<file path="src/rtl/retire_monitor.sv">
// Retire-side observer for the dual-issue RV32I core: run/halt/timeout control,
// cycle and instret counters, and an in-order FIFO of per-instruction retire records.
module retire_monitor #(
   parameter int FIFO_DEPTH = 8,
   parameter int CNT_W      = 32
) (
   input  logic             clk,
   input  logic             rst_n,
   input  logic             enable,
   input  logic [CNT_W-1:0] max_cycles,
   input  logic             ex0_valid,
   input  logic [31:0]      ex0_pc,
   input  logic [31:0]      ex0_instr,
   input  logic [31:0]      ex0_result,
   input  logic             ex1_valid,
   input  logic [31:0]      ex1_pc,
   input  logic [31:0]      ex1_instr,
   input  logic [31:0]      ex1_result,
   output logic             rec_valid,
   input  logic             rec_ready,
   output logic [31:0]      rec_pc,
   output logic [31:0]      rec_instr,
   output logic [31:0]      rec_result,
   output logic             rec_slot,
   output logic [CNT_W-1:0] rec_cycle,
   output logic [CNT_W-1:0] cycle_count,
   output logic [CNT_W-1:0] instret,
   output logic             halted,
   output logic [1:0]       halt_cause,
   output logic             overflow
);

   localparam int PTR_W = (FIFO_DEPTH > 1) ? $clog2(FIFO_DEPTH) : 1;
   localparam int OCC_W = PTR_W + 1;
   localparam logic [OCC_W-1:0] DEPTH_OCC = OCC_W'(FIFO_DEPTH);

   localparam logic [1:0] ST_IDLE  = 2'd0;
   localparam logic [1:0] ST_RUN   = 2'd1;
   localparam logic [1:0] ST_DRAIN = 2'd2;
   localparam logic [1:0] ST_DONE  = 2'd3;

   localparam logic [1:0] CAUSE_NONE    = 2'd0;
   localparam logic [1:0] CAUSE_EBREAK  = 2'd1;
   localparam logic [1:0] CAUSE_ECALL   = 2'd2;
   localparam logic [1:0] CAUSE_TIMEOUT = 2'd3;

   localparam logic [31:0] INSTR_EBREAK = 32'h0010_0073;
   localparam logic [31:0] INSTR_ECALL  = 32'h0000_0073;

   logic [1:0]       state_q, state_d;
   logic [1:0]       cause_q, cause_d;
   logic [CNT_W-1:0] cycle_q, cycle_d;
   logic [CNT_W-1:0] instret_q, instret_d;
   logic             overflow_q, overflow_d;
   logic [PTR_W-1:0] wr_ptr_q, wr_ptr_d;
   logic [PTR_W-1:0] rd_ptr_q, rd_ptr_d;
   logic [OCC_W-1:0] occ_q, occ_d;

   logic [31:0]      pc_mem_q    [FIFO_DEPTH];
   logic [31:0]      pc_mem_d    [FIFO_DEPTH];
   logic [31:0]      instr_mem_q [FIFO_DEPTH];
   logic [31:0]      instr_mem_d [FIFO_DEPTH];
   logic [31:0]      res_mem_q   [FIFO_DEPTH];
   logic [31:0]      res_mem_d   [FIFO_DEPTH];
   logic             slot_mem_q  [FIFO_DEPTH];
   logic             slot_mem_d  [FIFO_DEPTH];
   logic [CNT_W-1:0] cyc_mem_q   [FIFO_DEPTH];
   logic [CNT_W-1:0] cyc_mem_d   [FIFO_DEPTH];

   logic             run;
   logic             eff0, eff1;
   logic             halt0, halt1;
   logic             timeout;
   logic             pop;
   logic [OCC_W-1:0] free_slots;
   logic             has_first, has_second;
   logic             push_first, push_second;
   logic [1:0]       n_push;
   logic [PTR_W-1:0] wr_ptr_next;
   logic [31:0]      first_pc, first_instr, first_result;
   logic             first_slot;

   // Slot1 is squashed when an older slot0 halt retires in the same cycle.
   assign run   = (state_q == ST_RUN);
   assign eff0  = run && ex0_valid;
   assign halt0 = eff0 && ((ex0_instr == INSTR_EBREAK) || (ex0_instr == INSTR_ECALL));
   assign eff1  = run && ex1_valid && !halt0;
   assign halt1 = eff1 && ((ex1_instr == INSTR_EBREAK) || (ex1_instr == INSTR_ECALL));

   assign timeout = (max_cycles != '0) && (cycle_q == (max_cycles - CNT_W'(1)));

   assign rec_valid  = (occ_q != '0);
   assign pop        = rec_valid && rec_ready;
   assign free_slots = DEPTH_OCC - occ_q;

   // Space is judged on start-of-cycle occupancy; a same-cycle pop frees nothing.
   assign has_first   = eff0 || eff1;
   assign has_second  = eff0 && eff1;
   assign push_first  = has_first && (free_slots != '0);
   assign push_second = has_second && (free_slots >= OCC_W'(2));
   assign n_push      = {1'b0, push_first} + {1'b0, push_second};
   assign wr_ptr_next = wr_ptr_q + PTR_W'(1);

   assign first_pc     = eff0 ? ex0_pc     : ex1_pc;
   assign first_instr  = eff0 ? ex0_instr  : ex1_instr;
   assign first_result = eff0 ? ex0_result : ex1_result;
   assign first_slot   = !eff0;

   always_comb begin
      pc_mem_d    = pc_mem_q;
      instr_mem_d = instr_mem_q;
      res_mem_d   = res_mem_q;
      slot_mem_d  = slot_mem_q;
      cyc_mem_d   = cyc_mem_q;
      if (push_first) begin
         pc_mem_d[wr_ptr_q]    = first_pc;
         instr_mem_d[wr_ptr_q] = first_instr;
         res_mem_d[wr_ptr_q]   = first_result;
         slot_mem_d[wr_ptr_q]  = first_slot;
         cyc_mem_d[wr_ptr_q]   = cycle_q;
      end
      if (push_second) begin
         pc_mem_d[wr_ptr_next]    = ex1_pc;
         instr_mem_d[wr_ptr_next] = ex1_instr;
         res_mem_d[wr_ptr_next]   = ex1_result;
         slot_mem_d[wr_ptr_next]  = 1'b1;
         cyc_mem_d[wr_ptr_next]   = cycle_q;
      end
   end

   always_comb begin
      wr_ptr_d   = wr_ptr_q + PTR_W'(n_push);
      rd_ptr_d   = rd_ptr_q + PTR_W'(pop);
      occ_d      = occ_q + OCC_W'(n_push) - OCC_W'(pop);
      overflow_d = overflow_q
                   || (has_first && !push_first)
                   || (has_second && !push_second);
   end

   always_comb begin
      state_d   = state_q;
      cause_d   = cause_q;
      cycle_d   = cycle_q;
      instret_d = instret_q;
      case (state_q)
         ST_IDLE: begin
            if (enable) state_d = ST_RUN;
         end
         ST_RUN: begin
            cycle_d   = cycle_q + CNT_W'(1);
            instret_d = instret_q + CNT_W'(eff0) + CNT_W'(eff1);
            if (halt0) begin
               state_d = ST_DRAIN;
               cause_d = (ex0_instr == INSTR_EBREAK) ? CAUSE_EBREAK : CAUSE_ECALL;
            end else if (halt1) begin
               state_d = ST_DRAIN;
               cause_d = (ex1_instr == INSTR_EBREAK) ? CAUSE_EBREAK : CAUSE_ECALL;
            end else if (timeout) begin
               state_d = ST_DRAIN;
               cause_d = CAUSE_TIMEOUT;
            end
         end
         ST_DRAIN: begin
            // No pushes happen here, so occ_d already accounts for this cycle's pop.
            if (occ_d == '0) state_d = ST_DONE;
         end
         default: begin
            state_d = ST_DONE;
         end
      endcase
   end

   always_ff @(posedge clk or negedge rst_n) begin
      if (!rst_n) begin
         state_q    <= ST_IDLE;
         cause_q    <= CAUSE_NONE;
         cycle_q    <= '0;
         instret_q  <= '0;
         overflow_q <= 1'b0;
         wr_ptr_q   <= '0;
         rd_ptr_q   <= '0;
         occ_q      <= '0;
         for (int i = 0; i < FIFO_DEPTH; i++) begin
            pc_mem_q[i]    <= '0;
            instr_mem_q[i] <= '0;
            res_mem_q[i]   <= '0;
            slot_mem_q[i]  <= 1'b0;
            cyc_mem_q[i]   <= '0;
         end
      end else begin
         state_q     <= state_d;
         cause_q     <= cause_d;
         cycle_q     <= cycle_d;
         instret_q   <= instret_d;
         overflow_q  <= overflow_d;
         wr_ptr_q    <= wr_ptr_d;
         rd_ptr_q    <= rd_ptr_d;
         occ_q       <= occ_d;
         pc_mem_q    <= pc_mem_d;
         instr_mem_q <= instr_mem_d;
         res_mem_q   <= res_mem_d;
         slot_mem_q  <= slot_mem_d;
         cyc_mem_q   <= cyc_mem_d;
      end
   end

   assign rec_pc      = pc_mem_q[rd_ptr_q];
   assign rec_instr   = instr_mem_q[rd_ptr_q];
   assign rec_result  = res_mem_q[rd_ptr_q];
   assign rec_slot    = slot_mem_q[rd_ptr_q];
   assign rec_cycle   = cyc_mem_q[rd_ptr_q];
   assign cycle_count = cycle_q;
   assign instret     = instret_q;
   assign halted      = (state_q == ST_DONE);
   assign halt_cause  = cause_q;
   assign overflow    = overflow_q;

endmodule

</file>
<file path="config.mk">
export PLATFORM = sky130hd
export DESIGN_NAME = retire_monitor
export DESIGN_NICKNAME = d
export VERILOG_FILES = /design/src/rtl/retire_monitor.sv
export SDC_FILE = /design/constraint.sdc
export NUM_CORES = 2
export LEC_CHECK = 0
export CORE_ASPECT_RATIO = 0.6
export CORE_UTILIZATION = 38
export CTS_CLUSTER_DIAMETER = 80
export DETAILED_ROUTE_END_ITERATION = 10
export DONT_BUFFER_PORTS = 1
export RECOVER_POWER = 50
export SLEW_MARGIN = 20
export SYNTH_ARGS = -nofsm -noshare
export SYNTH_HDL_FRONTEND = slang
export SYNTH_SLANG_ARGS = --single-unit
</file>
<file path="constraint.sdc">
create_clock -name clk -period 4.6 [get_ports clk]
set_input_delay 0.92 -clock clk [delete_from_list [all_inputs] [get_ports clk]]
set_output_delay 0.92 -clock clk [all_outputs]
set_load 0.01 [all_outputs]
</file>
# After elaboration in Yosys (flattened, before gate mapping)
# Cells that the tools add are included.
[classes]
addsub = 11
n_lt_le_gt_ge = 6
eq_ne = 11
n_mux = 56
bitwise = 4
reduce_logical = 31
[ops]
columns = ["cell", "count"]
rows = [
  ["bitwise mux 256 bit", 8],
  ["2-to-1 mux 256 bit", 8],
  ["2-to-1 mux 32 bit", 13],
  ["binary-select mux 32 bit (select 3 bit)", 4],
  ["demux 32 bit (select 3 bit)", 2],
  ["adder 32 x 1 -> 32 bit", 2],
  ["equality test 32 x 21 -> 1 bit (second input constant)", 2],
  ["equality test 32 x 7 -> 1 bit (second input constant)", 2],
  ["adder 32 x 1 -> 32 bit (second input constant)", 1],
  ["equality test 32 bit", 1],
  ["nonzero test 32 bit", 1],
  ["subtractor 32 x 1 -> 32 bit (second input constant)", 1],
  ["2-to-1 mux 2 bit", 10],
  ["2-to-1 mux 8 bit", 2],
  ["logical AND 1 bit", 14],
  [">= comparator 4 bit (second input constant)", 3],
  ["inverter 3 -> 4 bit", 3],
  ["bitwise mux 8 bit", 1],
  ["less-than comparator 4 x 1 -> 1 bit (second input constant)", 2],
  ["OR 8 bit", 1],
  ["nonzero test 4 bit", 2],
  ["demux 1 bit (select 3 bit)", 2],
  ["one-hot mux 2 bit (3 select lines)", 1],
  ["logical OR 1 bit", 5],
  ["20 further kinds", 28],
]
[totals]
reg_bits = 1111

# Logic depth before layout (Yosys ltp)
[logic_depth]
depth_word = 13
ltp_mapped = 16

# Worst setup path before layout
# Ideal clock, no wire load.
[synth_timing]
path_type = "input -> register"
from = "in ex0_instr[19]"
to = "reg state_q[0]"
setup_time_ns = 0.065
arrival_time_ns = 4.134
t_required_ns = 4.535
path_slack_ns = 0.401
path_stages = 16
cell_sequence = "clkbuf_1 > nor4_1 > nand2_1 > nor3_2 > nor4_2 > buf_2 > ha_1 > inv_1 > ha_1 > inv_1 > ha_1 > fa_1 > xor2_1 > or3_1 > o31ai_1 > a31o_1"
[synth_via]
elab_chain_cells = 13
[synth_lines]
columns = ["item", "line", "rtl"]
rows = [
  ["start: declaration", "13", "input logic [31:0] ex0_instr,"],
  ["equality test 32 x 21 -> 1 bit / equality test 32 x 7 -> 1 bit (equally long branches)", "86", "assign halt0 = eff0 && ((ex0_instr == INSTR_EBREAK) || (ex0_instr == INSTR_ECALL));"],
  ["logical OR 1 bit (*)", "86", ""],
  ["logical AND 1 bit (*)", "86", ""],
  ["zero test 1 bit (*)", "87", "assign eff1 = run && ex1_valid && !halt0;"],
  ["logical AND 1 bit (*)", "87", ""],
  ["logical OR 1 bit / logical AND 1 bit (equally long branches)", "97, 98", ""],
  ["logical AND 1 bit, on equally long branches", "99, 100", ""],
  ["adder 1 x 1 -> 2 bit (*)", "101", "assign n_push = {1'b0, push_first} + {1'b0, push_second};"],
  ["adder 4 x 2 -> 4 bit (*)", "134", "occ_d = occ_q + OCC_W'(n_push) - OCC_W'(pop);"],
  ["subtractor 4 x 1 -> 4 bit (*)", "134", ""],
  ["net occ_d[2]", "57", "logic [OCC_W-1:0] occ_q, occ_d;"],
  ["zero test 4 bit (*)", "165", "if (occ_d == '0) state_d = ST_DONE;"],
  ["inequality test 2 bit (no source line) (*)", "--", ""],
  ["AND reduction 3 bit (no source line) (*)", "--", ""],
  ["end signal: assignment", "191", "state_q <= state_d;"],
  ["end: declaration", "50", "logic [1:0] state_q, state_d;"],
]
# Mark *: on every way through the listed nets, which the timed path passes. The rest lies on a longest branch.
# A chain may end at the register's enable or synchronous reset.

# Worst setup path after layout
[layout_timing]
from = "reg rd_ptr_q[0]"
to = "out rec_instr[27]"
[layout_via]
elab_chain_cells = 4
[layout_lines]
columns = ["item", "line", "rtl"]
rows = [
  ["start: declaration", "56", "logic [PTR_W-1:0] rd_ptr_q, rd_ptr_d;"],
  ["start signal: assignment", "197", "rd_ptr_q <= rd_ptr_d;"],
  ["inverter 3 -> 4 bit (not written as such)", "208", "assign rec_instr = instr_mem_q[rd_ptr_q];"],
  ["binary-select mux 32 bit (select 3 bit)", "208", ""],
  ["2-to-1 mux 32 bit (not written as such) (2 in a row)", "208", ""],
  ["end: declaration", "22", "output logic [31:0] rec_instr,"],
]
# Every way passes these cells. The select of a mux whose other input is x is not followed.

==> metrics <==
leakage power total 27.92 nW; first-pass GRT wire length roughly 310000 µm; number of maximum-capacitance violations 4; post-route minimum period around 4 ns; worst setup path endpoint rec_instr[27]; required time of the critical path 3.68 ns; Startpoint Class flop; combined global-route utilization of all metal layers about 28%; number of cell instances on the worst register-to-register path 15; number of cells after detailed placement 6592; Port Buf Inserts 0; number of clock sinks seen by CTS ~1.1k; hold violation count in the final report 0; cells after synthesis between 5k and 6k; switching part of the total power between 20% and 30%; Pwr Density 374.3 mW/mm²; TritonCTS clock tree built; Worst Path Class, Setup flop to output port; violated checks max-capacitance violations, max-slew violations; number of placement rows between 100 and 150; most frequent standard cell in the layout excluding fill and tap cells dfrtp_1; portion of netlist area occupied by mux cells between 10% and 20%; fraction of registers with async set/reset 100.0%; synthesized net count roughly 5.5k; initial antenna violation count 2; per-instance average area after synthesis around 11 µm²; xor and xnor fraction of the mapped netlist area under 10%; combinational family with the most area after synthesis multiplexers; IO Count about 430; Main synth FF type dfrtp_1; average vias per placed instance ~6.5; register bit total from synthesis roughly 1.1k; Seq/Total Area, Yosys ~50%; maximum number of pins on one net before global-route repair 169; total power 22.79 mW; Bufs on Longest Clock Path 3; Horiz. Die Dim 494.9 µm; post_cts resized 0; worst r2r src occ_q[1]; Post-Synth Simple-Gate Area between 7 and 8%; hold slack final roughly 0.08 ns; reg2reg end state_q[0]; arrival time of the worst setup path a little over 3 ns; Final GP Congestion roughly 0.9; area growth from synthesis to layout 9.892%; area taken by multi-input logic gates approximately 0.025 mm²; logic gate share of total power 14.0%; top library cells by usage in the layout, fill and taps aside dfrtp_1 (1108), nor2_1 (800), a21oi_1 (773), o22ai_1 (768), mux4_2 (258); worst rel slew slack -41.59%; overall via count from detail_route 44.45k; Synth Area in Adders less than 1%; number of fill cells in the layout ~13k; Clock power frac 41.8%; setup skew after layout roughly 0.024 ns; status finished with violations; Non-Filler Instances slightly below 7k; H-tree depth 3; Final setup viols 0; worst-path fanout max 52; Mapped Area between 0.05 and 0.06 mm²; Max rail drop VDD between 0.3 and 0.4 mV; HP Class primary input to asynchronous set/reset pin; insertion delay to the later sink of the worst-skew pair ~0.76 ns; internal power contribution around 16 mW; complex-gate fraction of the synthesized area between 10% and 20%; R2R Setup Slk a little under 0.8 ns; maximum clock frequency between 0.2 and 0.3 GHz; Warnings, synthesis 0; Slew @ Worst Pin between 2 and 2.5 ns; leftover overflow at the end of global routing 0; Setup TNS 0 ns; DIE HEIGHT just under 300 µm; # nets final around 5k; HPWL reported at the end of detailed placement about 110000 µm; total iterations of the first detailed-routing run 5; number of different library cells in the post-synthesis netlist 62; Sequential cell area between 0.02 and 0.03 mm²; Avg WL per Cell roughly 30 µm; net switching power 6.355 mW; drt initial violations between 5k and 6k; number of clock buffers inserted by TritonCTS 110; register clock-pin slew on the reported worst setup and hold paths roughly 0.070 ns; post-route clock period utilization between 80% and 90%; Setup crit start rd_ptr_q[0]; category of the worst setup path capture point output port; DRC violation count after routing 0; via count of the first global-routing pass about 44k; max-slew violation total from the final report 523; proportion of power drawn by flip-flops and latches between 40 and 50%; Initial Utilization approximately two fifths; CTS root buf clkbuf_16; die outline area between 0.1 and 0.15 mm²; count of flip-flops with a built-in enable after synthesis 0; ratio of cells with drive above 1 in the final layout ~16%; final wirelength 210100 µm; count of nets left with antenna violations after detail routing 0; area of the core between 0.1 and 0.15 mm²; RSZ-0062 raised after global routing false
## per-layer routing
metal / global-route usage (%) / vias up / share of wire [%]
met5: 0 / - / 0
met4: 8.943 / 0 / 3.1
met3: 9.989 / 439 / 13
met2: 40.60 / 2974 / 43
met1: 39.21 / 22780 / 41
li1: - / 18250 / -
## layout make-up
cell class	count	area share (%)
flip-flops and latches	1111	45.68
diodes	3	0.01233
multi-input cells	3422	41.53
inverters	26	0.1603
repair buffers	109	2.540
clock buffers	146	5.107
clock inverters	56	1.013
well taps	1925	3.956
## synthesized netlist by cell type, drive strengths merged, types with 3 or more instances
cell type	number	area share, %
a2111oi	4	0.063
a21boi	8	0.11
a21oi	773	7.0
a31oi	9	0.10
and2	8	0.090
and3	8	0.090
and4	4	0.063
and4b	3	0.054
buf	269	2.1
clkbuf	387	2.6
dfrtp	1111	50
fa	3	0.11
ha	16	0.36
inv	26	0.18
mux2	382	7.8
mux2i	3	0.054
mux4	258	10
nand2	61	0.42
nand2b	4	0.045
nand3	34	0.31
nand4	25	0.28
nand4b	3	0.047
nor2	806	5.5
nor2b	5	0.056
nor3	27	0.25
nor4	24	0.35
nor4b	6	0.11
o211ai	3	0.041
o21ai	31	0.28
o22ai	768	8.7
o31ai	3	0.041
or2	5	0.056
or3	7	0.079
or4	5	0.068
xnor2	73	1.2
xor2	35	0.55
## worst max-delay path, cell delays in order (launching register included)
cell and delay [ns]:
dfrtp_4 0.78, buf_12 0.47, mux4_2 0.60, mux2_2 0.37
## worst min path at each step
stage / from / to / cells past startpoint
2_1_floorplan: cyc_mem_q[149] / cyc_mem_q[149] / 2
3_3_place_gp: cyc_mem_q[245] / cyc_mem_q[245] / 2
3_5_place_dp: cyc_mem_q[163] / cyc_mem_q[163] / 1
4_1_cts: rst_n / instret[23] / 1
5_1_grt: rst_n / cyc_mem_q[124] / 1
6_report: rst_n / cyc_mem_q[124] / 1
## repair_timing
action,in CTS,in global routing
endpoints found under the setup margin,0,0
hold buffers,1,0
setup buffers,0,0
endpoints found under the hold margin,84,0
## cells by family after synthesis
logic type,count (synthesis)
flops,1111
compound gates,1612
mux,643
simple gates,1040
buf+inv,682
fa+ha+maj,19
xor+xnor,108
## sequential cells by signal (all words and copies together) (netlist names)
name         flops
instr_mem_q    256
instret         32
overflow         1
cyc_mem_q      256
occ_q            4
halt_cause       2
cycle_count     32
slot_mem_q       8
rd_ptr_q         3
res_mem_q      256
state_q          2
pc_mem_q       256
wr_ptr_q         3
## through the flow
step           util, %  worst slack, ns  area, µm²
2_1_floorplan        -           0.4009      55400
3_3_place_gp     39.44           0.1328      57030
3_5_place_dp     39.58           0.1211      57220
4_1_cts          42.17           0.5385      60980
5_1_grt          42.10           0.4567      60880
6_report         42.11           0.6192      60880
## power by group through the flow
stage	Clock, mW	Combinational, mW	Sequential (mW)
2_1_floorplan	0	2.53	10.0
3_3_place_gp	0	2.99	10.3
3_5_place_dp	0	3.22	10.3
4_1_cts	9.67	3.24	10.1
5_1_grt	10.1	3.37	10.1
6_report	9.52	3.20	10.1
Power figures use the tool's default switching activity.
